===== src/rtl/pwm_deadtime_pkg.sv =====
// rtl/pwm_deadtime_pkg.sv - shared state encodings and defaults for the dead-time PWM block
package pwm_deadtime_pkg;

    localparam int DT_WIDTH_DEF = 8;

    typedef logic [1:0] dt_state_t;

    localparam logic [1:0] ST_OFF  = 2'd0;
    localparam logic [1:0] ST_HI   = 2'd1;
    localparam logic [1:0] ST_LO   = 2'd2;
    localparam logic [1:0] ST_DEAD = 2'd3;

endpackage


===== src/rtl/pwm_deadtime_if.sv =====
// rtl/pwm_deadtime_if.sv - command and gate-drive signal bundle for pwm_deadtime
interface pwm_deadtime_if
    import pwm_deadtime_pkg::*;
#(
    parameter int PHASES   = 1,
    parameter int DT_WIDTH = DT_WIDTH_DEF
);
    logic                ena;
    logic [PHASES-1:0]   pwm_in;
    logic [DT_WIDTH-1:0] dead_cycles;
    logic                fault;
    logic                fault_clr;
    logic [PHASES-1:0]   gate_hi;
    logic [PHASES-1:0]   gate_lo;
    logic [PHASES-1:0]   dead_active;
    logic                fault_latched;

    modport master (
        output ena, pwm_in, dead_cycles, fault, fault_clr,
        input  gate_hi, gate_lo, dead_active, fault_latched
    );

    modport slave (
        input  ena, pwm_in, dead_cycles, fault, fault_clr,
        output gate_hi, gate_lo, dead_active, fault_latched
    );
endinterface


===== src/rtl/pwm_dt_phase.sv =====
// rtl/pwm_dt_phase.sv - one phase: OFF/HI/LO/DEAD state machine with dead-time counter
module pwm_dt_phase
    import pwm_deadtime_pkg::*;
#(
    parameter int DT_WIDTH = DT_WIDTH_DEF
) (
    input  logic                clk,
    input  logic                rst,
    input  logic                run_i,
    input  logic                pwm_i,
    input  logic [DT_WIDTH-1:0] dead_cycles_i,
    output logic                gate_hi_o,
    output logic                gate_lo_o,
    output logic                dead_active_o
);

    dt_state_t           state_q, state_d;
    logic [DT_WIDTH-1:0] cnt_q, cnt_d;
    logic [DT_WIDTH-1:0] dt_load;
    logic                gate_hi_q, gate_lo_q, dead_q;

    assign dt_load = (dead_cycles_i == '0) ? DT_WIDTH'(1) : dead_cycles_i;

    always_comb begin
        state_d = state_q;
        cnt_d   = cnt_q;
        if (!run_i) begin
            state_d = ST_OFF;
            cnt_d   = '0;
        end else begin
            case (state_q)
                ST_OFF: begin
                    state_d = ST_DEAD;
                    cnt_d   = dt_load;
                end
                ST_HI: begin
                    if (!pwm_i) begin
                        state_d = ST_DEAD;
                        cnt_d   = dt_load;
                    end
                end
                ST_LO: begin
                    if (pwm_i) begin
                        state_d = ST_DEAD;
                        cnt_d   = dt_load;
                    end
                end
                default: begin
                    // Command toggles inside DEAD only matter at expiry.
                    if (cnt_q <= DT_WIDTH'(1)) begin
                        state_d = pwm_i ? ST_HI : ST_LO;
                        cnt_d   = '0;
                    end else begin
                        cnt_d = cnt_q - DT_WIDTH'(1);
                    end
                end
            endcase
        end
    end

    // Gate flops are loaded from the next state so they switch with the FSM, glitch-free.
    always_ff @(posedge clk) begin
        if (rst) begin
            state_q   <= ST_OFF;
            cnt_q     <= '0;
            gate_hi_q <= 1'b0;
            gate_lo_q <= 1'b0;
            dead_q    <= 1'b0;
        end else begin
            state_q   <= state_d;
            cnt_q     <= cnt_d;
            gate_hi_q <= (state_d == ST_HI);
            gate_lo_q <= (state_d == ST_LO);
            dead_q    <= (state_d == ST_DEAD);
        end
    end

    assign gate_hi_o     = gate_hi_q;
    assign gate_lo_o     = gate_lo_q;
    assign dead_active_o = dead_q;

endmodule


===== src/rtl/pwm_deadtime.sv =====
// rtl/pwm_deadtime.sv - multi-phase PWM dead-time inserter with synchronized, latched fault shutdown
module pwm_deadtime
    import pwm_deadtime_pkg::*;
#(
    parameter int PHASES   = 1,
    parameter int DT_WIDTH = DT_WIDTH_DEF
) (
    input  logic           clk,
    input  logic           rst,
    pwm_deadtime_if.slave  bus
);

    logic [PHASES-1:0] pwm_q;
    logic              fault_meta_q, fault_sync_q;
    logic              fault_latched_q, fault_latched_d;
    logic              run;
    logic [PHASES-1:0] gate_hi_w, gate_lo_w, dead_w;

    always_comb begin
        fault_latched_d = fault_latched_q;
        if (fault_sync_q)
            fault_latched_d = 1'b1;
        else if (bus.fault_clr)
            fault_latched_d = 1'b0;
    end

    // A synchronized fault stops the phases on the same edge that sets the latch.
    assign run = bus.ena & ~(fault_latched_q | fault_sync_q);

    always_ff @(posedge clk) begin
        if (rst) begin
            pwm_q           <= '0;
            fault_meta_q    <= 1'b0;
            fault_sync_q    <= 1'b0;
            fault_latched_q <= 1'b0;
        end else begin
            pwm_q           <= bus.pwm_in;
            fault_meta_q    <= bus.fault;
            fault_sync_q    <= fault_meta_q;
            fault_latched_q <= fault_latched_d;
        end
    end

    for (genvar g = 0; g < PHASES; g++) begin : g_phase
        pwm_dt_phase #(
            .DT_WIDTH (DT_WIDTH)
        ) u_phase (
            .clk           (clk),
            .rst           (rst),
            .run_i         (run),
            .pwm_i         (pwm_q[g]),
            .dead_cycles_i (bus.dead_cycles),
            .gate_hi_o     (gate_hi_w[g]),
            .gate_lo_o     (gate_lo_w[g]),
            .dead_active_o (dead_w[g])
        );
    end

    assign bus.gate_hi       = gate_hi_w;
    assign bus.gate_lo       = gate_lo_w;
    assign bus.dead_active   = dead_w;
    assign bus.fault_latched = fault_latched_q;

endmodule


===== src/flat_wrapper.sv =====
// flat-port wrapper written by rule: the top's interface ports become plain ports
module pwm_deadtime_flat import pwm_deadtime_pkg::*;
#(
    parameter int PHASES   = 1,
    parameter int DT_WIDTH = DT_WIDTH_DEF
)
  (clk, rst, bus_ena, bus_pwm_in, bus_dead_cycles, bus_fault, bus_fault_clr, bus_gate_hi, bus_gate_lo, bus_dead_active, bus_fault_latched);
  pwm_deadtime_if #(.PHASES(PHASES), .DT_WIDTH(DT_WIDTH)) bus_i ();
  input  logic clk;
  input  logic rst;
  input wire logic [$bits(bus_i.ena)-1:0] bus_ena;
  input wire logic [$bits(bus_i.pwm_in)-1:0] bus_pwm_in;
  input wire logic [$bits(bus_i.dead_cycles)-1:0] bus_dead_cycles;
  input wire logic [$bits(bus_i.fault)-1:0] bus_fault;
  input wire logic [$bits(bus_i.fault_clr)-1:0] bus_fault_clr;
  output wire logic [$bits(bus_i.gate_hi)-1:0] bus_gate_hi;
  output wire logic [$bits(bus_i.gate_lo)-1:0] bus_gate_lo;
  output wire logic [$bits(bus_i.dead_active)-1:0] bus_dead_active;
  output wire logic [$bits(bus_i.fault_latched)-1:0] bus_fault_latched;
  assign bus_i.ena = bus_ena;
  assign bus_i.pwm_in = bus_pwm_in;
  assign bus_i.dead_cycles = bus_dead_cycles;
  assign bus_i.fault = bus_fault;
  assign bus_i.fault_clr = bus_fault_clr;
  assign bus_gate_hi = bus_i.gate_hi;
  assign bus_gate_lo = bus_i.gate_lo;
  assign bus_dead_active = bus_i.dead_active;
  assign bus_fault_latched = bus_i.fault_latched;
  pwm_deadtime #(.PHASES(PHASES), .DT_WIDTH(DT_WIDTH)) u_core (.clk(clk), .rst(rst), .bus(bus_i));
endmodule

===== config.mk =====
export PLATFORM = sky130hd
export DESIGN_NAME = pwm_deadtime_flat
export DESIGN_NICKNAME = d
export VERILOG_FILES = /design/src/rtl/pwm_deadtime_pkg.sv /design/src/rtl/pwm_deadtime_if.sv /design/src/rtl/pwm_dt_phase.sv /design/src/rtl/pwm_deadtime.sv /design/src/flat_wrapper.sv
export SDC_FILE = /design/constraint.sdc
export NUM_CORES = 1
export LEC_CHECK = 0
export CORE_ASPECT_RATIO = 1.2
export CORE_MARGIN = 4
export CORE_UTILIZATION = 52
export CTS_CLUSTER_SIZE = 20
export DETAILED_ROUTE_END_ITERATION = 8
export PLACE_DENSITY = 0.81
export RECOVER_POWER = 25
export SLEW_MARGIN = 40
export SYNTH_ARGS = -nofsm -noshare
export SYNTH_HDL_FRONTEND = slang
export SYNTH_SLANG_ARGS = --single-unit

===== constraint.sdc =====
create_clock -name clk -period 3 [get_ports clk]
set_clock_uncertainty 0.1 [all_clocks]
set_input_delay 0.9 -clock clk [delete_from_list [all_inputs] [get_ports clk]]
set_output_delay 0.9 -clock clk [all_outputs]
set_load 0.05 [all_outputs]

; ---- Word-level counts from Yosys, hierarchy flattened
; Cells that the tools add are included.
[op_classes]
add_sub_neg = 1
order_cmp = 1
n_eq_ne = 7
muxes = 13
bitwise = 4
reduce_logical = 5
[op_table]
columns = operator, count
row1 = 2-to-1 mux 8 bit, 4
row2 = case mux 8 bit (3 select lines), 1
row3 = 2-to-1 mux 2 bit, 5
row4 = less-or-equal comparator 8 x 1 -> 1 bit (second input constant), 1
row5 = zero test 8 bit, 1
row6 = subtractor 8 x 1 -> 8 bit (second input constant), 1
row7 = == test 2 bit (second input constant), 3
row8 = case mux 2 bit (3 select lines), 1
row9 = == test 2 x 1 -> 1 bit (second input constant), 2
row10 = zero test 2 bit, 1
row11 = 2-to-1 mux 1 bit, 2
row12 = != test 2 x 1 -> 1 bit (second input constant), 1
row13 = != test 2 bit (second input constant), 1
row14 = inverter 1 bit, 2
row15 = AND reduction 2 bit, 1
row16 = nonzero test 2 bit, 1
row17 = OR reduction 2 bit, 1
row18 = AND 1 bit, 1
row19 = bitwise OR 1 bit, 1
[word_totals]
register_bits = 17
input_bits = 14
output_inout_bits = 4

; ---- Logic depth before layout (Yosys ltp)
[logic_depth]
depth_word = 5
mapped_depth = 6
mapped_depth_nobuf = 6

; ---- By module
; Synthesis repeated with hierarchy kept, for this count alone.
[unflattened]
hier_cells = 97
area_unflattened_um2 = 879.6
[by_module_without_submodules]
columns = mod, instances, cells_per_inst, area_each_um2, seq_area_each_um2
row1 = pwm_dt_phase, 1, 86, 754.5, 260.2
row2 = pwm_deadtime, 1, 11, 125.1, 80.1

; ---- Least setup slack after synthesis
; Ideal clock, no wire load.
[synth_path]
path_type = in2reg
start = in bus_dead_cycles[5]
end = reg u_core.g_phase[0].u_phase.cnt_q[0]
arrival_ns = 1.784
required_ns = 2.826
slack_ns = 1.041
path_stages = 4
n_path_buf = 0
path_cell_list = or4_1 -> nor4_1 -> o21ai_0 -> a31oi_1
[synth_via]
elab_chain_cells = 4
[synth_lines]
columns = item, line
row1 = start: declaration, flat_wrapper.sv:13  ; input wire logic [$bits(bus_i.dead_cycles)-1:0] bus_dead_cycles;
row2 = zero test 8 bit (*), pwm_dt_phase.sv:22  ; assign dt_load = (dead_cycles_i == '0) ? DT_WIDTH'(1) : dead_cycles_i;
row3 = 2-to-1 mux 8 bit (*), pwm_dt_phase.sv:22
row4 = 2-to-1 mux 8 bit (on tied branches), "pwm_dt_phase.sv:43, pwm_dt_phase.sv:37"
row5 = case mux 8 bit (3 select lines) (*), pwm_dt_phase.sv:31  ; case (state_q)
row6 = end signal: assignment, pwm_dt_phase.sv:71  ; cnt_q <= cnt_d;
row7 = end: declaration, pwm_dt_phase.sv:18  ; logic [DT_WIDTH-1:0] cnt_q, cnt_d;
; Every way passes the cells marked *; elsewhere a longest branch is shown, timed or not. The select of a mux whose other input is x is not followed.
; A chain may end at the register's enable or synchronous reset.

; ---- Worst setup path in the final report
[layout_path]
start = reg u_core.fault_latched_q (netlist: u_core.bus.fault_latched)
end = out bus_fault_latched
[layout_lines]
columns = item, line
row1 = start: declaration, pwm_deadtime.sv:15  ; logic fault_latched_q, fault_latched_d;
row2 = start signal: assignment, pwm_deadtime.sv:40  ; fault_latched_q <= fault_latched_d;
row3 = end: declaration, flat_wrapper.sv:19  ; output wire logic [$bits(bus_i.fault_latched)-1:0] bus_fault_latched;
; No word-level cell between the ends.

==> summary.txt <==
STA
  – Final Cycle Share: 0.847
  – Final worst path period need: 2540 ps
  – Setup TNS: 0 ps
  – Worst Tran Pin Value: around 650 ps
  – # setup viols final: 0
  – Final hold vios: 0
  – Slew headroom: 0.562
  – Achievable frequency: just under 400 MHz
  – Slew Limit Fails: 0
  – Worst Setup Slack, final: between 400 and 500 ps
  – RSZ-0062 raised after global routing: no

Min path
  – Min-delay worst type: flop to flop
  – Hold Startpoint: u_core.fault_meta_q

Clocking
  – CTS tree: yes
  – # clock sinks: 17
  – Max clock buf depth: 2
  – H-tree levels: 1
  – Clk slew on worst S/H paths: roughly 110 ps
  – Cts hold-fix bufs: 0
  – Clock latency on the worst-skew pair: approximately 300 ps
  – Post-CTS Resized: 0
  – Setup Fix Bufs, Post-CTS: 0
  – Total CTS buffers: 3
  – Clk root buf: clkbuf_4

Critical path
  – Cell depth of the worst setup path: 1
  – Setup Crit Path Kind: flop to primary output
  – Origin of the worst setup path: u_core.bus.fault_latched
  – Buf+Inv Stages, Crit Path: 1
  – CP required: about 2000 ps
  – Critical R2R Launch: u_core.g_phase[0].u_phase.cnt_q[0]
  – CP max stage delay: 830 ps
  – Crit end category: primary output
  – Critical Path AT: roughly 1500 ps
  – R2R setup slack: 900 ps
  – Worst R2R Path Depth: 6
  – R2r endpoint: u_core.g_phase[0].u_phase.cnt_q[1]
  – CP endpoint: bus_fault_latched
  – CP Max Fanout: 4
  – Largest delay share family, worst path: buffers and inverters
  – CP Cell Sequence: clkdlybuf4s50_1
  – CP max stage cell: clkdlybuf4s50_1
  – Startpoint class of the critical path: flop

Pwr
  – Reg power frac: 0.519
  – Pint: between 0.3 and 0.4 mW
  – Pleak: slightly below 0.4 nW
  – Sw power: 0.144 mW
  – Max IR drop VDD: about 0.25 mV
  – Share of total power in combinational logic: 0.211
  – Tot Pwr: approximately 0.48 mW
  – Switching share of power: 0.301
  – Pwr dens: approximately 440 nW/um^2
  – Clock share of power: 0.270

Drt
  – WL/cell: roughly 16 um
  – Initial DRC count: 21
  – Via/cell ratio: 6.09
  – Via Count: between 800 and 900
  – # DRC: 0
  – Drt total wl: 2140 um
  – Routed Antenna Nets: 0
  – 1st-pass router iterations: 4

Placement
  – Place WS: between 300 and 400 ps
  – Placed cells: between 100 and 150
  – DPL Wire Length: between 1500 and 2000 um
  – IO buf count: 17
  – Routability cong.: 0.886

Logic synthesis
  – Synthesis Warnings: 0
  – EDFF count, synth: 0
  – Commonest cells in the netlist: dfxtp_1 (17), a21oi_1 (11), nor2_1 (9)
  – Cell area after synthesis: slightly below 900 um^2
  – Mapped Cells: 100
  – Top post-synthesis cells by area: dfxtp_1 (39%), a21oi_1 (6.3%), nor2_1 (3.9%)
  – Share of the synthesized area in the top cell type: 0.391
  – Post-synth cell types: 36
  – Most area-hungry cell type in the Yosys netlist: dfxtp_1
  – FFs w/ async S/R, synth: 0
  – #FFs+latches synth: 17
  – Sequential-to-total area share from yosys stat: 0.391
  – Synthesized netlist net count: about 120
  – Most used standard cell by instance count after synthesis: dfxtp_1
  – Syn avg cell area: 8.70 um^2
  – Post-synth top flop: dfxtp_1

Cells and area
  – Final Non-Filler Cells: 136
  – Antenna Cells: 0
  – Final Util: 0.718
  – Area Growth Syn to Fin: 23.9%
  – Fillcell total: 126
  – Final nets: 136
  – Share of layout cells above drive strength 1: 0.0840
  – Sequential cell area: about 340 um^2
  – Multi-input logic area: around 500 um^2

Die
  – Total die area: between 2000 and 2500 um^2
  – Die Span X: about 45 um
  – I/O pins: 18
  – Die Y: between 50 and 60 um
  – Row count: 15
  – Starting Density: 0.579
  – Core area: between 1500 and 2000 um^2

GRT
  – First-pass GRT wire length: between 3000 and 4000 um
  – Overall Global Routing Usage: 0.217
  – Largest net degree at the start of global routing: 11
  – GRT overflow: 0
  – Number of global-route vias before repair: between 800 and 900
  – Initial antenna violation count: 0

Status
  – Status: finished clean

Flow run
  – Max cap viols: 0
flip-flops by register name, indices dropped and copies added, names as in the netlist:
signal,flops
u_core.g_phase.u_phase.cnt_q,8
u_core.g_phase.u_phase.state_q,2
u_core.bus.fault_latched,1
u_core.fault_meta_q,1
u_core.fault_sync_q,1
u_core.g_phase.u_phase.dead_active_o,1
u_core.g_phase.u_phase.gate_hi_o,1
u_core.g_phase.u_phase.gate_lo_o,1
u_core.pwm_q,1
cell type report:
| cell class | instances | share of cell area |
|---|---|---|
| Clock buffer | 3 | 0.0209 |
| Tap cell | 17 | 0.0197 |
| Sequential cell | 17 | 0.316 |
| Multi-Input combinational cell | 76 | 0.463 |
| Clock inverter | 1 | 0.00465 |
| Timing Repair Buffer | 17 | 0.158 |
| Inverter | 5 | 0.0174 |
worst min-delay path by stage:
stage | endpoint | slack [ps] | cells past startpoint
floorplan | u_core.fault_sync_q | 310 | 1
global placement | u_core.fault_sync_q | 330 | 1
detailed placement | u_core.fault_sync_q | 350 | 1
CTS | u_core.fault_sync_q | 370 | 1
global route | u_core.fault_sync_q | 380 | 1
finish | u_core.fault_sync_q | 360 | 1
per-stage QoR:
stage / hold slack [ps] / cell area (um^2)
floorplan: 314 / 870
global placement: 329 / 1050
detailed placement: 346 / 1050
CTS: 367 / 1080
global route: 376 / 1080
finish: 362 / 1080
cells in the final DEF, fill, tap and decap left out, types with 3 or more instances in the layout:
cell              n
nor2_1            9
a31oi_1           3
a21oi_1          11
o21ai_1           3
o21ai_0           3
inv_1             5
clkdlybuf4s50_1  16
nor2b_1           4
nand2_1           8
clkbuf_4          3
or3_1             3
dfxtp_1          17
and2_1            3
logic make-up (layout without fill, tap and decap cells):
kind of cell	Yosys count	after routing	synth area share
compound gates	33	33	0.263
buf+inv	7	26	0.0345
simple gates	41	41	0.282
fa+ha+maj	2	2	0.0288
flops	17	17	0.391
power by group through the flow:
stage	sequential [mW]	clock, mW	combinational (mW)
after global placement	0.252	0	0.0978
final	0.248	0.129	0.101
after detailed placement	0.253	0	0.0999
after CTS	0.248	0.130	0.101
after global routing	0.250	0.145	0.111
after floorplan	0.255	0	0.0613
layer usage:
| layer | share of wire | global-route usage | vias to the layer above |
|---|---|---|---|
| li1 | - | - | 411 |
| met4 | 0.020 | 0.122 | 0 |
| met3 | 0.056 | 0.0447 | 7 |
| met2 | 0.49 | 0.340 | 28 |
| met5 | 0 | 0 | - |
| met1 | 0.44 | 0.269 | 382 |
Note: power is estimated with default switching activity, not from simulation.
